`config.mk`:
```
export PLATFORM = sky130hd
export DESIGN_NAME = rf_wb_arbiter
export DESIGN_NICKNAME = d
export VERILOG_FILES = /design/src/rtl/rv32i_pkg.sv /design/src/rtl/rr_arbiter.sv /design/src/rtl/rf_wb_arbiter.sv
export SDC_FILE = /design/constraint.sdc
export NUM_CORES = 1
export LEC_CHECK = 0
export ABC_AREA = 1
export BUFFER_PORTS_ARGS = -buffer_cell sky130_fd_sc_hd__buf_2
export CORE_MARGIN = 3
export CORE_UTILIZATION = 52
export DETAILED_ROUTE_END_ITERATION = 8
export PLACE_DENSITY = 0.82
export SETUP_SLACK_MARGIN = 0.1
export SLEW_MARGIN = 20
export SYNTH_ARGS = -nofsm -noshare
export SYNTH_HDL_FRONTEND = slang
export SYNTH_SLANG_ARGS = --single-unit
export TNS_END_PERCENT = 20
```
`constraint.sdc`:
```
create_clock -name clk -period 3.7 [get_ports clk]
set_clock_uncertainty 0.2 [all_clocks]
set_input_delay 0 -clock clk [delete_from_list [all_inputs] [get_ports clk]]
set_output_delay 0 -clock clk [all_outputs]
set_load 0.02 [all_outputs]
```
`src/rtl/rv32i_pkg.sv`:
```
// Shared register-file constants for the RV32I integer datapath.
package rv32i_pkg;

    localparam int XLEN       = 32;
    localparam int REG_ADDR_W = 5;
    localparam int NUM_REGS   = 32;
    localparam logic [REG_ADDR_W-1:0] REG_ZERO = 5'd0;

    // x0 is hardwired to zero: it is never written and never tracked as busy.
    function automatic logic is_real_reg(input logic [REG_ADDR_W-1:0] r);
        return r != REG_ZERO;
    endfunction

endpackage

```
`src/rtl/rr_arbiter.sv`:
```
// Round-robin arbiter: grants the first requester at or after the pointer,
// and moves the pointer just past the winner when the grant is consumed.
module rr_arbiter #(
    parameter int N = 3
) (
    input  logic         clk,
    input  logic         reset,
    input  logic [N-1:0] req,
    input  logic         advance,
    output logic [N-1:0] gnt
);

    localparam int PW = (N > 1) ? $clog2(N) : 1;

    logic [PW-1:0] ptr_reg;
    logic [PW-1:0] ptr_next;
    logic [PW-1:0] gnt_idx;
    logic          found;

    // Cyclic priority search starting at the pointer.
    always_comb begin
        gnt   = '0;
        found = 1'b0;
        for (int k = 0; k < N; k++) begin
            int idx;
            idx = int'(ptr_reg) + k;
            if (idx >= N) idx = idx - N;
            if (!found && req[idx]) begin
                gnt[idx] = 1'b1;
                found    = 1'b1;
            end
        end
    end

    // Pointer successor: one past the granted index, wrapping at N.
    always_comb begin
        gnt_idx = '0;
        for (int i = 0; i < N; i++) begin
            if (gnt[i]) gnt_idx = PW'(i);
        end
        ptr_next = (gnt_idx == PW'(N - 1)) ? '0 : gnt_idx + PW'(1);
    end

    // Pointer only moves when the grant was actually taken.
    always_ff @(posedge clk) begin
        if (reset)        ptr_reg <= '0;
        else if (advance) ptr_reg <= ptr_next;
    end

endmodule

```
`src/rtl/rf_wb_arbiter.sv`:
```
// Register-file writeback sequencer: round-robin over writeback sources onto
// the single write port, plus a busy scoreboard that stalls hazardous issue.
module rf_wb_arbiter
    import rv32i_pkg::*;
#(
    parameter int NUM_REQ = 3,
    parameter int XLEN    = 32
) (
    input  logic                    clk,
    input  logic                    reset,
    input  logic [NUM_REQ-1:0]      wb_valid,
    input  logic [NUM_REQ*5-1:0]    wb_rd,
    input  logic [NUM_REQ*XLEN-1:0] wb_data,
    output logic [NUM_REQ-1:0]      wb_ready,
    input  logic                    iss_valid,
    input  logic [4:0]              iss_rs1,
    input  logic                    iss_rs1_en,
    input  logic [4:0]              iss_rs2,
    input  logic                    iss_rs2_en,
    input  logic [4:0]              iss_rd,
    input  logic                    iss_rd_en,
    output logic                    iss_stall,
    output logic [4:0]              rd,
    output logic                    rd_en,
    output logic [XLEN-1:0]         rd_data,
    output logic [31:0]             busy_vec
);

    logic [NUM_REQ-1:0] gnt;
    logic               transfer;
    logic [4:0]         masked_rd   [NUM_REQ];
    logic [XLEN-1:0]    masked_data [NUM_REQ];
    logic [4:0]         sel_rd;
    logic [XLEN-1:0]    sel_data;

    logic [4:0]         rd_reg;
    logic               rd_en_reg;
    logic [XLEN-1:0]    rd_data_reg;
    logic [31:0]        busy_reg;
    logic [31:0]        busy_next;
    logic               issue_sets;

    rr_arbiter #(.N(NUM_REQ)) u_arb (
        .clk     (clk),
        .reset   (reset),
        .req     (wb_valid),
        .advance (transfer),
        .gnt     (gnt)
    );

    // Grants are suppressed during reset so no transfer can slip through.
    assign wb_ready = reset ? '0 : gnt;
    assign transfer = |wb_ready;

    generate
        for (genvar gi = 0; gi < NUM_REQ; gi++) begin : g_mask
            assign masked_rd[gi]   = wb_ready[gi] ? wb_rd[gi*5 +: 5]         : '0;
            assign masked_data[gi] = wb_ready[gi] ? wb_data[gi*XLEN +: XLEN] : '0;
        end
    endgenerate

    // One-hot grant makes an OR-reduction a clean mux.
    always_comb begin
        sel_rd   = '0;
        sel_data = '0;
        for (int i = 0; i < NUM_REQ; i++) begin
            sel_rd   = sel_rd   | masked_rd[i];
            sel_data = sel_data | masked_data[i];
        end
    end

    // Registered write port: a transfer shows up on rd/rd_data one cycle later;
    // writes aimed at x0 are swallowed by keeping rd_en low.
    always_ff @(posedge clk) begin
        if (reset) begin
            rd_reg      <= '0;
            rd_en_reg   <= 1'b0;
            rd_data_reg <= '0;
        end else if (transfer) begin
            rd_reg      <= sel_rd;
            rd_en_reg   <= is_real_reg(sel_rd);
            rd_data_reg <= sel_data;
        end else begin
            rd_en_reg   <= 1'b0;
        end
    end

    // Hazard check against the scoreboard; no bypass from the write port.
    always_comb begin
        iss_stall = iss_valid & (
              (iss_rs1_en & is_real_reg(iss_rs1) & busy_reg[iss_rs1])
            | (iss_rs2_en & is_real_reg(iss_rs2) & busy_reg[iss_rs2])
            | (iss_rd_en  & is_real_reg(iss_rd)  & busy_reg[iss_rd]));
    end

    assign issue_sets = iss_valid & ~iss_stall & iss_rd_en & is_real_reg(iss_rd);

    // Clear on the write edge first, then apply the set so a same-edge set wins.
    always_comb begin
        busy_next = busy_reg;
        if (rd_en_reg) busy_next[rd_reg] = 1'b0;
        if (issue_sets) busy_next[iss_rd] = 1'b1;
        busy_next[0] = 1'b0;
    end

    // Scoreboard state.
    always_ff @(posedge clk) begin
        if (reset) busy_reg <= '0;
        else       busy_reg <= busy_next;
    end

    assign rd       = rd_reg;
    assign rd_en    = rd_en_reg;
    assign rd_data  = rd_data_reg;
    assign busy_vec = busy_reg;

endmodule
```
==> results of run 1 <==
[tightest hold or removal path, delay by kind of cell]
| family | cells | cell delay [ps] |
|---|---|---|
| compound gates | 1 | 70 |
| buf+inv | 2 | 320 |
| simple gates | 1 | 170 |
[through the flow]
step                util (%)  hold slack, ps  cells
floorplan                  -           -55.3    819
global placement        65.5             109   1091
detailed placement      65.5             118   1091
CTS                     77.1            49.3   1188
global route            77.2             113   1189
finish                  77.2            82.1   1189
[logic make-up after synthesis]
group,after synthesis,synth area share (%)
AOI/OAI and AO/OA,137,15.3
DFF,71,29.2
adders and majority gates,4,1.03
other,1,0.0771
and+or+nand+nor,490,43.8
buffers and inverters,116,10.6
[layout by cell type, fill, tap and decap left out]
cell	count
sky130_fd_sc_hd__nor2_1	94
sky130_fd_sc_hd__inv_4	1
sky130_fd_sc_hd__or2_1	1
sky130_fd_sc_hd__a21oi_2	10
sky130_fd_sc_hd__a21boi_1	2
sky130_fd_sc_hd__nand3b_1	2
sky130_fd_sc_hd__bufinv_16	2
sky130_fd_sc_hd__nor2_4	2
sky130_fd_sc_hd__dfxtp_1	71
sky130_fd_sc_hd__nand3_1	191
sky130_fd_sc_hd__o21ai_0	43
sky130_fd_sc_hd__o21ai_1	12
sky130_fd_sc_hd__clkinv_1	1
sky130_fd_sc_hd__o211ai_1	6
sky130_fd_sc_hd__clkbuf_8	10
sky130_fd_sc_hd__nand2_2	1
sky130_fd_sc_hd__inv_1	58
sky130_fd_sc_hd__nand2_1	186
sky130_fd_sc_hd__buf_4	6
sky130_fd_sc_hd__buf_2	207
sky130_fd_sc_hd__clkinv_4	1
sky130_fd_sc_hd__clkbuf_1	1
sky130_fd_sc_hd__nor2_2	3
sky130_fd_sc_hd__ha_1	4
sky130_fd_sc_hd__a21oi_1	64
sky130_fd_sc_hd__conb_1	1
sky130_fd_sc_hd__clkinvlp_4	1
sky130_fd_sc_hd__nor3b_1	1
sky130_fd_sc_hd__inv_2	7
sky130_fd_sc_hd__nor3_1	8
sky130_fd_sc_hd__dlygate4sd3_1	81
sky130_fd_sc_hd__clkinv_2	1
sky130_fd_sc_hd__nand3_2	2
[path summary, 6_finish.rpt]
path	from	endpoint	slack [ps]	depth (start not counted)
min	reset	u_arb.ptr_reg[1]	80	4
min reg2reg	rd_data[16]	rd_data[16]	290	2
max	iss_rd[3]	busy_vec[5]	260	13
max reg2reg	u_arb.ptr_reg[0]	rd_data[26]	390	17
[layout make-up]
| cell class | count | area share, % |
|---|---|---|
| clock inverter | 5 | 1.18 |
| tap | 108 | 1.97 |
| inverter | 67 | 3.70 |
| timing repair buffer | 294 | 27.6 |
| sequential | 71 | 20.7 |
| multi-input combinational | 633 | 42.8 |
| clock buffer | 11 | 2.06 |
[metal layers]
| layer | GRT usage [%] | vias up |
|---|---|---|
| met2 | 62.2 | 498 |
| met3 | 10.1 | 99 |
| met4 | 15.1 | 0 |
| met1 | 45.2 | 3141 |
| li1 | - | 3230 |
| met5 | 0 | - |
[where the power goes]
| part | internal, uW | switching, uW | leakage (uW) |
|---|---|---|---|
| combinational | 927 | 1560 | 0.00269 |
| clock | 398 | 302 | 0.000110 |
| sequential | 957 | 160 | 0.000579 |
[what timing repair did]
action | CTS | global route
hold buffers | 81 | 0
endpoints found under the setup margin | 0 | 23
resized for setup | 0 | 2
endpoints found under the hold margin | 61 | 0
==> run summary, run 1 <==
Entering global routing, the biggest net connects 70 pins. After detailed routing, the met2 layer carries 9.49 mm of wire. The area of all placed cells without fillers is 6870 um^2, and the worst slack at placement is 1000 ps.

Counting stages on the worst path, the most repeated cell is sky130_fd_sc_hd__dlygate4sd3_1. Synthesis produced a netlist whose cell count is 819. The final hold violation count was 0; the warning count from the yosys run was 0. The summed instance area of the synthesized netlist is 4860 um^2.

The die is 103 um tall. The tools report the type of destination of the critical path as a flip-flop. Sorting the synthesized cells by how often they occur yields 191 x sky130_fd_sc_hd__nand3_1, 186 x sky130_fd_sc_hd__nand2_1, 94 x sky130_fd_sc_hd__nor2_1. Sequential standard cell area: 1420 um^2. IR analysis of the VDD net gives a maximum drop of 0.000443 V. Actual transition at the worst max-transition pin: 748 ps. Buffers placed on the I/O ports in this run total 207. Summed over all failing endpoints, the final setup total negative slack is 0 ps. The worst min-delay path category is input port to flip-flop. The per-instance average area after synthesis came out at 5.94 um^2. The tool flagged a number of max-cap violations equal to 0. The run finished with clean final reports. The final-report max-slew violation count was 0; the clock latency on the worst-skew pair was 350 ps.

Once the floorplan was initialized, standard cells occupied 54.7% of the core. In this run, the number of DRC markers left after iteration 0 of detailed routing was 710. The largest total area in the synthesized netlist belongs to sky130_fd_sc_hd__dfxtp_1. Of the available clock period, the critical path in the final layout requires 93.1%. The tools report the global-route wire length before repair as 31.0 mm. Timing would allow up to 290 MHz. After synthesis, flip-flops and latches occupy 29.2% of the total area. The tools report the length of routed wiring on met1 as 7.45 mm. The maximum fanout count along the critical path came out at 16. Setup repair after global routing could not meet its margin everywhere. The detail route stage leaves a number of antenna-violating nets equal to 0.

The via count of the first global-routing pass was 6369; the power per cell area was 627 nW/um^2. The buffer depth of the longest clock path is 2, and the total area of multi-input combinational cells is 2940 um^2. The die is 103 um wide. On the worst path, the slowest cell contributes a delay of 610 ps.

The total grt overflow was 0; the total number of placement rows was 34. At the worst endpoint, the arrival time is 3520 ps. The number of detailed-routing iterations run before antenna repair was 8; the area inside the core boundary was 8890 um^2. The total clock sinks is 71, and the number of different library cells in the post-synthesis netlist is 27.

The register with the most flip-flops in the layout has 32 of them. The via-per-instance ratio was 5.86. 209 I/O pins were placed.

After clock tree synthesis, the clock-pin slew on the worst setup and hold paths is 80 ps. For this run, asynchronously set or reset flops after synthesis account for 0%. The number of antenna violations at the first check in global routing was 0; the worst max-slew margin expressed relative to the limit was 50.2%.

The slowest stage of the critical path belongs to the cell sky130_fd_sc_hd__dlygate4sd3_1. The final route contains 6968 vias. The number of antenna diodes is 0.

Most common flop cell mapped by yosys: sky130_fd_sc_hd__dfxtp_1. The top-area cell type share of the netlist area was 29.2%; the minimum period implied by the final worst setup slack was 3440 ps. The number of enable flip-flop cells after synthesis was 0; the number of nets at the end of the flow was 1215.

Routability-driven placement finished with a final weighted congestion of 0.914. The average detailed-routed wire length per instance is 17.0 um. sky130_fd_sc_hd__nand3_1 is the most common cell in the netlist. In the detailed route, the total length drawn on met3 is 2.40 mm. The number of buffers and inverters on the critical path is 6. The buffer type at the clock tree root is sky130_fd_sc_hd__clkbuf_8.

The logs give 0 for the number of failing setup endpoints in the final timing report and 958 for the post-synth net total. The number of clock buffers added by TritonCTS is 9. Once the clock tree was built, the setup fixing pass inserted 0 buffers. Sort of element at the start of the critical path: an input port. Detailed placement finished with a half-perimeter wire length of 12.4 mm. After synthesis, the cell types taking the most area are sky130_fd_sc_hd__dfxtp_1 29%, sky130_fd_sc_hd__nand3_1 20%, sky130_fd_sc_hd__nand2_1 14%, sky130_fd_sc_hd__nor2_1 7.3%, sky130_fd_sc_hd__a21oi_1 6.6%. TritonCTS built the clock tree.

After detailed routing, the number of remaining DRC violations is 0. The area growth from synthesis to final layout came out at 41.1%. The placed instances occupy a cell area of 5820 um^2.

The fill cell total of the finished layout came out at 658. The setup slack after layout is 257 ps, and the detailed-route wire length is 20.2 mm. At the worst endpoint, the required time is 3770 ps. Highest routing layer actually used: met4. The critical path class is input port to flip-flop. The family with the most delay on the worst path is buffers and inverters.

The critical path goes through dlygate4sd3_1 > buf_2 > nor3_1 > dlygate4sd3_1 > inv_1 > o21ai_0 > inv_1 > nand2_1 > nand2_1 > nor2_4 > nand3_1 > dlygate4sd3_1 > a21oi_1. The synthesized design contains 71 register bits. The run gives 10600 um^2 as the area of the die.

The static power due to leakage was 0.00338 uW; the total power was 4300 uW. The overall track demand over capacity in global routing is 37.2%. CTS built an H-tree with a depth of 3. Of the cells placed in the final design, the portion with a size suffix greater than 1 is 23.5%.
(Power assumes the default switching activity.)
==> inputs of run 2 (changes only) <==
--- a/config.mk
+++ b/config.mk
@@ -7,6 +7,7 @@
 export LEC_CHECK = 0
 export ABC_AREA = 1
 export BUFFER_PORTS_ARGS = -buffer_cell sky130_fd_sc_hd__buf_2
+export CORE_ASPECT_RATIO = 0.8
 export CORE_MARGIN = 3
 export CORE_UTILIZATION = 52
 export DETAILED_ROUTE_END_ITERATION = 8
==> run 2 against run 1 <==
  * Sequential power is essentially flat
  * Wire length decreased by 2.0%
  * Clock-buffer cell count increased by 1
  * Hold slack worse by 56 ps
  * Sequential cell count did not move
  * Setup slack better by 84 ps
  * Via count fell by 0.89%
  * First-iteration DRC count up 12%
  * Critical path type is now flip-flop to flip-flop
==> run summary, run 2 (synthesis gave the netlist of run 1 again) <==
In this run the power density over the cells is 636 nW/um^2. The first global-routing pass estimated 31.3 mm of wire. Setup repair after global routing left no endpoint under its margin.

For the overall track demand over capacity in global routing, the log shows 36.6%. Most common cell after layout, fill and taps aside: sky130_fd_sc_hd__buf_2. The worst hold path terminates at busy_vec[1].

Routability-driven placement finished with a final weighted congestion of 1.02. The worst path meets setup with 341 ps of slack. In this run the most critical hold path is launched from iss_rd[4]. In this run the power spent charging and discharging nets is 2020 uW. The top cell types in the final layout, fill and taps aside, are 207 x sky130_fd_sc_hd__buf_2, 191 x sky130_fd_sc_hd__nand3_1, 186 x sky130_fd_sc_hd__nand2_1, 94 x sky130_fd_sc_hd__nor2_1, 76 x sky130_fd_sc_hd__dlygate4sd3_1.

The worst hold path was traced through 6 stages. For the area inside the core boundary, the log shows 8780 um^2. The family with the most delay on the worst path is buffers and inverters.

The internal reg-to-reg setup slack came out at 340 ps. After layout, the minimum clock period comes to 3360 ps. The final-report max-slew violation count came out at 0. Critical path class: flip-flop to flip-flop.

In this run the worst hold path is classified as input port to flip-flop. The buffer depth of the longest clock path was 2; the share of cells above drive strength 1 was 23.3%. The initial utilization of the core area, before any placement, comes to 55.4%.

TritonCTS built the clock tree. The total overflow left after global routing is 0. From bottom edge to top edge, the die measures 92.5 um. The via count of the first global-routing pass was 6413. The worst-case IR drop observed on VDD is 0.000562 V. The worst path uses 90.8% of the clock period.

For the worst flop-to-flop path, the logic depth is 15. The first-iteration detailed-routing DRC count was 793; the data required time at the worst endpoint was 3760 ps. The fraction of power spent switching nets was 46.3%; the number of antenna diodes was 0. 209 I/O pins were placed. The run gives 6906 as the total via count in the routed design. Wires add up to 19.8 mm. After detailed routing, the average wire length per cell comes to 16.7 um. The startpoint identified for the worst register-to-register timing path is u_arb.ptr_reg[0]. The pin count of the biggest net entering global routing is 70.

The tools report the total clock buffers created by CTS as 9. Cell internal power was estimated by the tool at 2340 uW. The library cell contributing the largest single delay on the critical path is sky130_fd_sc_hd__dlygate4sd3_1.

The run gives 330 ps as the clock latency on the worst-skew pair. On the worst path, the slowest cell contributes a delay of 580 ps. The actual transition at the worst max-transition pin came out at 742 ps. The tools report the fmax as 298 MHz. The cell seen most often among critical-path stages was sky130_fd_sc_hd__nand2_1. The placed cell area is 5840 um^2, and the area of all placed cells without fillers is 6850 um^2.

For the area of the die, the log shows 10600 um^2. Data arrives at the worst endpoint at 3420 ps. The register with the most flip-flops in the layout has 32 of them. The count of antenna-violating nets left after detailed routing is 0, and the final hold violation count is 0. Worst max-slew margin expressed relative to the limit: 50.5%. Worst flop-to-flop path endpoint: rd_data[5].

The worst setup path is launched from a flip-flop. The buffer type at the clock tree root is sky130_fd_sc_hd__clkbuf_16. Total number of placement rows: 30. Total instance count after detailed placement: 1096. Setup violations remaining at the end of the flow were counted as 0. The final layout contains 1210 nets.

The core utilization of the finished layout came out at 77.9%. Counting the fill cells in the layout gives 671. In this run, the combinational gates consume 57.0% of the power. The number of antenna violations at the first check in global routing was 0; the clock network fraction of total power was 17.4%. From synthesis to final layout, the design area changed by 40.7%.

The total of max-cap violations was 0. The run finished with clean final reports. Excluding fillers, the count of instances in the completed layout stands at 1186.

Walking the worst path, the cells encountered are inv_1 > ha_1 > inv_1 > nand2_1 > nand2_1 > nand2_1 > nor2_2 > a21boi_1 > nand2_1 > buf_4 > nand3_1 > nand3_1 > dlygate4sd3_1 > a21oi_2 > nor2_1. The count of buffers added on input and output ports is 207. The HPWL after detailed placement is 12.6 mm. The run gives 0.00337 uW as the static power due to leakage. In the routed layout, each cell is associated on average with a via count of 5.82.

The number of buffers and inverters on the critical path was 4. The number of detailed-routing iterations run before antenna repair was 8; the residual DRC count was 0. The total number of H-tree levels was 3. In the final timing run, aggregate negative setup slack is 0 ps.

Counting every sink on the clock net gives 71. In this run, flip-flops and latches consume 25.6% of the power. The post-CTS clock slew at the launch and capture registers of the worst setup and hold paths was 50 ps; the worst slack at placement was 994 ps.

The worst setup path is captured at a flip-flop. The maximum fanout count along the critical path came out at 33. Floorplan die width: 114 um. Launch point of the worst path: u_arb.ptr_reg[0].
## run 2: changes by cell type in the layout (fill, tap and decap cells not counted), sizes merged
cell and delta:
clkinvlp -1, buf +1, clkbuf +1, bufinv -2, nor2 -1, dlygate4sd3 -5
## run 2: power groups by stage
stage | clock network [uW] | registers [uW] | logic (uW)
2_1_floorplan | 0 | 1320 | 1260
3_3_place_gp | 0 | 1100 | 1970
3_5_place_dp | 0 | 1100 | 2000
4_1_cts | 752 | 1090 | 2340
5_1_grt | 795 | 1130 | 2670
6_report | 758 | 1110 | 2480
## run 2: final cells by class
class	count	area (um^2)	area share [%]
Inverter	67	254	3.71
Clock inverter	2	10.0	0.146
Timing Repair Buffer	290	1850	27.0
Tap cell	112	140	2.05
Multi-Input combinational cell	632	2930	42.9
Clock buffer	12	236	3.45
Sequential cell	71	1420	20.8
## run 2: repair_timing
action	CTS	global route
hold endpoints to repair	39	0
gates resized for setup	0	2
endpoints found under the setup margin	0	18
setup buffers	0	0
hold buffers	76	0
## run 2: layer usage
metal	track usage (%)	vias up	part of all wire [%]
met5	0	-	0
met4	17.7	0	4.8
met3	10.6	100	12
met2	57.5	466	46
met1	45.8	3126	38
li1	-	3214	-
## run 2: worst min-delay path: stages
cell                      delay [ps]
sky130_fd_sc_hd__buf_2           130
sky130_fd_sc_hd__nor3_1           80
sky130_fd_sc_hd__inv_1           120
sky130_fd_sc_hd__nor2_1           50
sky130_fd_sc_hd__nand3_1          70
sky130_fd_sc_hd__a21oi_1          60
## run 2: worst max path at each step
stage / endpoint / slack, ps / cells after the start
2_1_floorplan: rd_data[2] / 1360 / 18
3_3_place_gp: rd_en / 1070 / 15
3_5_place_dp: rd_data[5] / 990 / 15
4_1_cts: rd[4] / 430 / 16
5_1_grt: rd_data[13] / 130 / 15
6_report: rd_data[5] / 340 / 15
## run 2: per-stage QoR
step / hold WS [ps] / power, uW
finish: 25.9 / 4360
global route: 74.4 / 4600
CTS: 6.85 / 4190
detailed placement: 116 / 3100
global placement: 108 / 3070
floorplan: -55.3 / 2580
